$ cat src/rtl/change_payout_pkg.sv
// Shared types and constants for the change-payout block: FSM state encoding,
// coin values and the default amount width.
// Ports: none (package only).
package payout_pkg;

  localparam int AMT_W_DEF = 4;

  localparam logic [1:0] COIN_1 = 2'd1;
  localparam logic [1:0] COIN_2 = 2'd2;

  typedef enum logic [2:0] {
    IDLE      = 3'd0,
    ISSUE     = 3'd1,
    WAIT_COIN = 3'd2,
    DONE      = 3'd3,
    FAULT     = 3'd4
  } state_t;

endpackage

$ cat src/rtl/change_payout_if.sv
// Bundle of the change-request, hopper and status signals of change_payout.
// master: the side that drives requests and hopper feedback (seller FSM / hopper model).
// slave : the payout controller itself.
interface change_payout_if
  import payout_pkg::*;
#(
  parameter int AMT_W = AMT_W_DEF
);

  logic             change_req;
  logic [AMT_W-1:0] change_amount;
  logic             hopper_ready;
  logic             hopper2_empty;
  logic             coin_sensed;
  logic             fault_clr;
  logic             eject_2;
  logic             eject_1;
  logic             busy;
  logic             payout_done;
  logic             fault;
  logic [AMT_W-1:0] remaining_display;

  modport master (
    output change_req, change_amount, hopper_ready, hopper2_empty, coin_sensed, fault_clr,
    input  eject_2, eject_1, busy, payout_done, fault, remaining_display
  );

  modport slave (
    input  change_req, change_amount, hopper_ready, hopper2_empty, coin_sensed, fault_clr,
    output eject_2, eject_1, busy, payout_done, fault, remaining_display
  );

endinterface

$ cat src/rtl/change_payout_watchdog.sv
// Coin-sensor watchdog: counts cycles spent waiting for a coin after an eject.
// Latency: expired is combinational from the count; it asserts once TIMEOUT-1 waiting cycles have elapsed.
// Backpressure: none; clr has priority over en, the count saturates at expiry.
// Ports: clk, reset (async active-low), clr (restart count), en (count this cycle), expired.
module payout_watchdog #(
  parameter int TIMEOUT = 16
) (
  input  logic clk,
  input  logic reset,
  input  logic clr,
  input  logic en,
  output logic expired
);

  localparam int CW = $clog2(TIMEOUT + 1);

  logic [CW-1:0] cnt;

  // The FSM leaves WAIT_COIN on the edge where expired is seen, so the
  // fault lands exactly TIMEOUT edges after the eject edge that cleared us.
  assign expired = (cnt == CW'(TIMEOUT - 1));

  always_ff @(posedge clk or negedge reset) begin
    if (!reset) begin
      cnt <= '0;
    end else if (clr) begin
      cnt <= '0;
    end else if (en && !expired) begin
      cnt <= cnt + 1'b1;
    end
  end

endmodule

$ cat src/rtl/change_payout.sv
// Change-payout controller: pays a yuan amount through a 2-/1-yuan hopper, greedy 2s first, one coin in flight.
// Latency: request to first eject 1 cycle (if hopper_ready); next eject 1 cycle after each coin_sensed.
// Backpressure: ejects wait on hopper_ready; change_req outside IDLE is dropped, not queued.
// Ports: clk, reset (async active-low), pif (change_payout_if.slave: request, hopper, status).
// Optional: PAYOUT_TIMEOUT_EN adds the coin watchdog, FAULT state, fault and fault_clr.
module change_payout
  import payout_pkg::*;
#(
  parameter int AMT_W   = AMT_W_DEF,
  parameter int TIMEOUT = 16
) (
  input  logic           clk,
  input  logic           reset,
  change_payout_if.slave pif
);

  state_t           state, state_nxt;
  logic [AMT_W-1:0] remaining, remaining_nxt;
  logic [1:0]       coin_val, coin_val_nxt;
  logic             eject_2_q, eject_1_q;
  logic             eject_2_nxt, eject_1_nxt;
  logic             wd_clr, wd_en, wd_expired;
  logic             fault_clr_eff;
  logic             take_2;

  // 2-coin only when it cannot underflow and the 2-yuan tube has stock;
  // hopper2_empty is looked at per coin so it may change mid-payout.
  assign take_2 = (remaining >= AMT_W'(COIN_2)) && !pif.hopper2_empty;

  // ---------------- state register ----------------
  always_ff @(posedge clk or negedge reset) begin
    if (!reset) begin
      state     <= IDLE;
      remaining <= '0;
      coin_val  <= '0;
      eject_2_q <= 1'b0;
      eject_1_q <= 1'b0;
    end else begin
      state     <= state_nxt;
      remaining <= remaining_nxt;
      coin_val  <= coin_val_nxt;
      eject_2_q <= eject_2_nxt;
      eject_1_q <= eject_1_nxt;
    end
  end

  // ---------------- next-state logic ----------------
  always_comb begin
    state_nxt = state;
    case (state)
      IDLE: begin
        if (pif.change_req) begin
          state_nxt = (pif.change_amount == '0) ? DONE : ISSUE;
        end
      end
      ISSUE: begin
        if (pif.hopper_ready) state_nxt = WAIT_COIN;
      end
      WAIT_COIN: begin
        // A sensed coin wins over a same-edge watchdog expiry.
        if (pif.coin_sensed) begin
          state_nxt = (remaining == AMT_W'(coin_val)) ? DONE : ISSUE;
        end else if (wd_expired) begin
          state_nxt = FAULT;
        end
      end
      DONE:    state_nxt = IDLE;
      FAULT: begin
        if (fault_clr_eff) state_nxt = IDLE;
      end
      default: state_nxt = IDLE;
    endcase
  end

  // ---------------- output / datapath logic ----------------
  always_comb begin
    remaining_nxt = remaining;
    coin_val_nxt  = coin_val;
    eject_2_nxt   = 1'b0;
    eject_1_nxt   = 1'b0;
    wd_clr        = 1'b0;
    wd_en         = 1'b0;
    case (state)
      IDLE: begin
        if (pif.change_req) remaining_nxt = pif.change_amount;
      end
      ISSUE: begin
        if (pif.hopper_ready) begin
          wd_clr = 1'b1;
          if (take_2) begin
            eject_2_nxt  = 1'b1;
            coin_val_nxt = COIN_2;
          end else begin
            eject_1_nxt  = 1'b1;
            coin_val_nxt = COIN_1;
          end
        end
      end
      WAIT_COIN: begin
        if (pif.coin_sensed) begin
          remaining_nxt = remaining - AMT_W'(coin_val);
        end else begin
          wd_en = 1'b1;
        end
      end
      FAULT: begin
        if (fault_clr_eff) remaining_nxt = '0;
      end
      default: ;
    endcase
  end

  assign pif.eject_2           = eject_2_q;
  assign pif.eject_1           = eject_1_q;
  assign pif.busy              = (state != IDLE);
  assign pif.payout_done       = (state == DONE);
  assign pif.remaining_display = remaining;

`ifdef PAYOUT_TIMEOUT_EN
  payout_watchdog #(
    .TIMEOUT (TIMEOUT)
  ) u_watchdog (
    .clk     (clk),
    .reset   (reset),
    .clr     (wd_clr),
    .en      (wd_en),
    .expired (wd_expired)
  );

  assign fault_clr_eff = pif.fault_clr;
  assign pif.fault     = (state == FAULT);
`else
  // No watchdog: WAIT_COIN waits forever, FAULT is unreachable.
  localparam int unused_timeout = TIMEOUT;
  logic unused_wd;

  assign wd_expired    = 1'b0;
  assign fault_clr_eff = 1'b0;
  assign pif.fault     = 1'b0;
  assign unused_wd     = wd_clr | wd_en | pif.fault_clr;
`endif

endmodule

$ cat src/flat_wrapper.sv
// flat-port wrapper written by rule: the top's interface ports become plain ports
module change_payout_flat import payout_pkg::*;
#(
  parameter int AMT_W   = AMT_W_DEF,
  parameter int TIMEOUT = 16
)
  (clk, reset, pif_change_req, pif_change_amount, pif_hopper_ready, pif_hopper2_empty, pif_coin_sensed, pif_fault_clr, pif_eject_2, pif_eject_1, pif_busy, pif_payout_done, pif_fault, pif_remaining_display);
  change_payout_if #(.AMT_W(AMT_W)) pif_i ();
  input  logic clk;
  input  logic reset;
  input wire logic [$bits(pif_i.change_req)-1:0] pif_change_req;
  input wire logic [$bits(pif_i.change_amount)-1:0] pif_change_amount;
  input wire logic [$bits(pif_i.hopper_ready)-1:0] pif_hopper_ready;
  input wire logic [$bits(pif_i.hopper2_empty)-1:0] pif_hopper2_empty;
  input wire logic [$bits(pif_i.coin_sensed)-1:0] pif_coin_sensed;
  input wire logic [$bits(pif_i.fault_clr)-1:0] pif_fault_clr;
  output wire logic [$bits(pif_i.eject_2)-1:0] pif_eject_2;
  output wire logic [$bits(pif_i.eject_1)-1:0] pif_eject_1;
  output wire logic [$bits(pif_i.busy)-1:0] pif_busy;
  output wire logic [$bits(pif_i.payout_done)-1:0] pif_payout_done;
  output wire logic [$bits(pif_i.fault)-1:0] pif_fault;
  output wire logic [$bits(pif_i.remaining_display)-1:0] pif_remaining_display;
  assign pif_i.change_req = pif_change_req;
  assign pif_i.change_amount = pif_change_amount;
  assign pif_i.hopper_ready = pif_hopper_ready;
  assign pif_i.hopper2_empty = pif_hopper2_empty;
  assign pif_i.coin_sensed = pif_coin_sensed;
  assign pif_i.fault_clr = pif_fault_clr;
  assign pif_eject_2 = pif_i.eject_2;
  assign pif_eject_1 = pif_i.eject_1;
  assign pif_busy = pif_i.busy;
  assign pif_payout_done = pif_i.payout_done;
  assign pif_fault = pif_i.fault;
  assign pif_remaining_display = pif_i.remaining_display;
  change_payout #(.AMT_W(AMT_W), .TIMEOUT(TIMEOUT)) u_core (.clk(clk), .reset(reset), .pif(pif_i));
endmodule
$ cat config.mk
export PLATFORM = sky130hd
export DESIGN_NAME = change_payout_flat
export DESIGN_NICKNAME = d
export VERILOG_FILES = /design/src/rtl/change_payout_pkg.sv /design/src/rtl/change_payout_if.sv /design/src/rtl/change_payout_watchdog.sv /design/src/rtl/change_payout.sv /design/src/flat_wrapper.sv
export SDC_FILE = /design/constraint.sdc
export NUM_CORES = 1
export LEC_CHECK = 0
export ABC_AREA = 0
export CORE_MARGIN = 3
export CORE_UTILIZATION = 25
export CTS_CLUSTER_SIZE = 20
export DETAILED_ROUTE_END_ITERATION = 12
export PLACE_DENSITY = 0.48
export SYNTH_ARGS = -nofsm -noshare
export SYNTH_HDL_FRONTEND = slang
export SYNTH_SLANG_ARGS = --single-unit
export TNS_END_PERCENT = 5
$ cat constraint.sdc
create_clock -name clk -period 1.9 [get_ports clk]
set_input_delay 0.38 -clock clk [delete_from_list [all_inputs] [get_ports clk]]
set_output_delay 0.38 -clock clk [all_outputs]
set_load 0.03 [all_outputs]
======== Yosys cells after proc, flatten, opt, wreduce, memory -nomap -nowiden ========
Cells that the tools add are included.
operators by class
  eq/ne operators ......................... 8
  bitwise operators ....................... 1
  add/sub/neg operators ................... 1
  reductions and logical operators ........ 9
  order comparisons ....................... 1
  mux-type cells .......................... 16
operators by type and width
  operator                                                                number
  3-bit one-hot mux with 4 select lines                                   1
  3-bit 2-to-1 mux                                                        3
  4-bit 2-to-1 mux                                                        2
  4-bit one-hot mux with 2 select lines                                   1
  3-bit by 2-bit equality test with 1-bit output (second input constant)  2
  1-bit 2-to-1 mux                                                        6
  2-bit 2-to-1 mux                                                        3
  2-bit != test (second input constant)                                   3
  4-bit by 2-bit equality test with 1-bit output                          1
  4-bit by 2-bit >= comparator with 1-bit output (second input constant)  1
  4-bit logical NOT                                                       1
  4-bit AND reduction                                                     1
  4-bit by 2-bit subtractor with 4-bit output                             1
  3-bit by 1-bit equality test with 1-bit output (second input constant)  1
  3-bit equality test (second input constant)                             1
  3-bit logical NOT                                                       1
  3-bit AND reduction                                                     1
  3-bit nonzero test                                                      1
  2-bit AND reduction                                                     1
  2-bit nonzero test                                                      1
  1-bit logical AND                                                       1
  1-bit logical NOT                                                       1
  1-bit NOT                                                               1
word-level totals
  register bits ........................... 11
  input bits .............................. 11
  output and inout bits ................... 9
  logic and storage cells ................. 41

======== Depth between registers and ports, before layout ========
  depth after elaboration ................. 5
  gate-level depth with buffers ........... 6
  gate-level depth less buffers ........... 6

======== Worst setup path before layout ========
Ideal clock, no wire load.
  path kind ............................... reg-to-reg
  from .................................... register u_core.remaining[0] (netlist: u_core.pif.remaining_display[0])
  to ...................................... register u_core.remaining[2] (netlist: u_core.pif.remaining_display[2])
  library setup time ...................... 0.130 ns
  arrival time ............................ 1.477 ns
  setup slack ............................. 0.293 ns
  cell stages (with the launch flop) ...... 7
  path buffers ............................ 0
  data required time ...................... 1.770 ns
  cell sequence ........................... dfrtp_1 inv_1 ha_1 fa_1 nand2b_1 a21oi_1 a21oi_1
on the way
  longest elaborated chain between the ends .. 3
RTL lines
  element                                      line                  source
  from (decl)                                  change_payout.sv:18   logic [AMT_W-1:0] remaining, remaining_nxt;
  from (signal assigned)                       change_payout.sv:40   remaining <= remaining_nxt;
  4-bit by 2-bit subtractor with 4-bit output  change_payout.sv:101  remaining_nxt = remaining - AMT_W'(coin_val);
  4-bit 2-to-1 mux                             change_payout.sv:100  if (pif.coin_sensed) begin
  4-bit one-hot mux with 2 select lines        change_payout.sv:83   case (state)
No other way between the ends. The select of a mux whose other input is x is not followed.
A chain may end at the register's enable or synchronous reset.

======== Final worst setup path ========
  from .................................... register u_core.state[1]
  to ...................................... output pif_payout_done
on the way
  longest elaborated chain between the ends .. 1
RTL lines
  element                                         line                  source
  from (decl)                                     change_payout.sv:17   state_t state, state_nxt;
  from (signal assigned)                          change_payout.sv:39   state <= state_nxt;
  3-bit by 2-bit equality test with 1-bit output  change_payout.sv:116  assign pif.payout_done = (state == DONE);
  to (decl)                                       flat_wrapper.sv:20    output wire logic [$bits(pif_i.payout_done)-1:0] pif_payout_done;
No other way between the ends.

==> results.md <==
- Status: finished, final reports clean
- RSZ-0062 raised after global routing: false
- TNS Setup: 0 ns
- Type of the worst setup path: flip-flop to output port
- ANT nets after route: 0
- Vert. Die Dim: around 55 um
- CP max stage cell: clkdlybuf4s50_1
- WL met2: 554 um
- DP Area: around 810 um2
- Crit-path max cell delay: approximately 0.65 ns
- Post-Route M1 WL: a little over 600 um
- Worst slack, placed: between 0.2 and 0.3 ns
- # IOs: 20
- Buffers & Inverters on Critical Path: 1
- F_max: between 500 and 600 MHz
- Grt ovf: 0
- Reg2Reg Depth: 6
- Core ar.: approximately 0.0023 mm2
- Reg clk slew, reported paths: ~0.08 ns
- Synth Instances: just over 60
- Mapped Area: 601.8 um2
- Reg-to-Reg Start: u_core.pif.remaining_display[0]
- Post-synth ARST share: 100.0%
- Clk Latency, worst-skew pair: roughly 0.27 ns
- Clock Tree Buf Depth: 2
- Hold Crit Class: input port to async pin
- RePlAce Congestion: 0.7677
- Final worst-path setup slack: ~0.08 ns
- Initial antenna violation count: 0
- Max-cap viol count: 0
- DR pass1 iterations: 4
- Most numerous cell in the Yosys netlist: dfrtp_1
- Synth-to-layout area growth: 40.33%
- Post-route cell area: 844.6 um2
- Post-DR vias/cell: 4.477
- Synth unique cells: 25
- Post-synth EDFFs: 0
- Final nets: 98
- Largest net degree at the start of global routing: 11
- Ant diodes: 0
- Overall power: between 1 and 1.5 mW
- Final Hold Fails: 0
- Reg-to-Reg End: u_core.pif.remaining_display[2]
- Layout cells sized above 1: approximately 17%
- Tmin final: 1.818 ns
- Syn. warnings: 0
- Post-synthesis sequential area ratio: approximately 42%
- Root Driver: clkbuf_4
- Die area: approximately 0.0030 mm2
- Leakage power: between 0.4 and 0.5 nW
- DR WL met3: approximately 66 um
- Site row count: 17
- Synth top area share: 41.58%
- Largest delay share family, worst path: buffers and inverters
- Placed cells: between 100 and 150
- Vias: roughly 500
- Most frequent cells after synthesis: dfrtp_1, a21oi_1, nor2_1, inv_1, mux2i_1
- Worst Clk Skew: ~0.013 ns
- CTS Buf Count: 3
- Largest cells by area after synthesis: dfrtp_1, mux2i_1, a21oi_1
- Final setup violation count: 0
- DR DRC count: 0
- Clk sink count: 10
- VDD IR max: around 720 uV
- P per Cell Area: approximately 1700 mW/mm2
- Top cell type by total area after synthesis: dfrtp_1
- Post-CTS Setup Bufs: 0
- Overall routed net length: approximately 1300 um
- Worst EP required: roughly 1.5 ns
- Gr usage total: 10.31%
- Htree depth: 1
- Flop2flop setup slack: 0.46 ns
- Syn Nets: 76
- Initial core utilization: about a quarter
- Crit Path Max Fanout: 3
- Worst EP arrival: 1.44 ns
- Avg WL per Cell: 11.51 um
- Max Slew Vio Count: 0
- Highest Signal Layer: met4
- Most used DFF post-synth: dfrtp_1
- I/O Buffers: 17
- First-pass GRT wire length: ~2000 um
- Number of global-route vias before repair: approximately 440
- Avg Inst Size Synth: 9.707 um2
- Cell Chain, Critical Path: and2_2 -> clkdlybuf4s50_1
- Startpoint class of the critical path: flip-flop
- Period utilisation layout: a little over nine tenths
- Critical Path End Type: output port
- Chip Width: about 55 um
- 1st-iter DRT viols: 3
- Yosys reg bits: 10
- CTS tree: done
- Post-Layout Cell Count: between 100 and 150
layer usage:
metal | up-vias | global-route usage, %
li1 | 256 | -
met1 | 225 | 13.63
met2 | 11 | 13.98
met3 | 5 | 4.021
met4 | 0 | 6.073
met5 | - | 0
state kept, by name, indices dropped and copies added, names as in the netlist:
signal	flops
u_core.coin_val	2
u_core.pif.eject_1	1
u_core.pif.eject_2	1
u_core.pif.remaining_display	4
u_core.state	2
power breakdown:
part	internal (mW)	total, mW	leakage, nW	switching [mW]
Combinational	0.386	0.844	0.259	0.458
Sequential	0.306	0.390	0.122	0.0831
Clock	0.116	0.195	0.0210	0.0789
metrics by stage:
step | hold WS, ns | util, %
2_1_floorplan | 0.08441 | -
3_3_place_gp | 0.5108 | 35.79
3_5_place_dp | 0.5110 | 35.79
4_1_cts | 0.4343 | 37.35
5_1_grt | 0.4338 | 37.46
6_report | 0.4290 | 37.46
placed cells by master, fill, tap and decap left out:
master,netlist,layout
dlymetal6s2s_1,0,1
o22ai_1,3,3
a21oi_1,6,6
nor2_2,1,1
clkbuf_8,0,1
inv_1,5,5
dlygate4sd2_1,0,1
nor3_2,1,1
a31oi_1,2,2
and2_2,2,2
clkdlybuf4s50_1,0,15
or2b_4,1,1
nand3_1,1,1
nand3b_4,1,1
or2_2,1,1
buf_4,2,2
o31a_1,1,1
clkbuf_4,0,3
nand2b_1,3,3
dfrtp_1,10,10
nand2_1,3,3
fa_1,1,1
conb_1,1,1
ha_1,2,2
mux2i_1,5,5
a21o_1,1,1
nor2_1,6,6
inv_2,1,1
nor4_1,1,1
nor3_1,1,1
cell type report:
class                      count  area (um2)
tap                           28       35.03
fill                         234        1410
inverter                       6       22.52
multi-input combinational     44       314.1
timing repair buffer          19       186.4
clock buffer                   4       36.28
sequential                    10       250.2
timing repair:
action / 4_1_cts / 5_1_grt
endpoints found under the setup margin: 1 / 1
gates cloned: 0 / 0
endpoints found under the hold margin: 0 / 0
hold buffers: 0 / 0
pin swaps: 0 / 0
gates resized for setup: 1 / 1
cell families after synthesis:
family                   after synthesis  share of synthesized area (%)
adder cells (fa/ha/maj)                3                          7.484
multiplexers                           5                          8.316
AND/OR/NAND/NOR                       22                          22.87
buffers and inverters                  8                          6.236
AO/OA/AOI/OAI                         13                          12.89
other                                  1                         0.6231
flip-flops                            10                          41.58
worst max path at each step:
stage | slack [ns] | depth (start not counted) | endpoint | from
after CTS | 0.06 | 1 | pif_remaining_display[3] | u_core.pif.remaining_display[3]
after detailed placement | 0.27 | 2 | pif_busy | u_core.state[1]
final | 0.08 | 2 | pif_payout_done | u_core.state[1]
after global routing | 0.01 | 2 | pif_payout_done | u_core.state[1]
after global placement | 0.28 | 2 | pif_busy | u_core.state[1]
after floorplan | 0.29 | 6 | u_core.pif.remaining_display[2] | u_core.pif.remaining_display[0]
No activity file was read; power rests on OpenSTA's default activity.
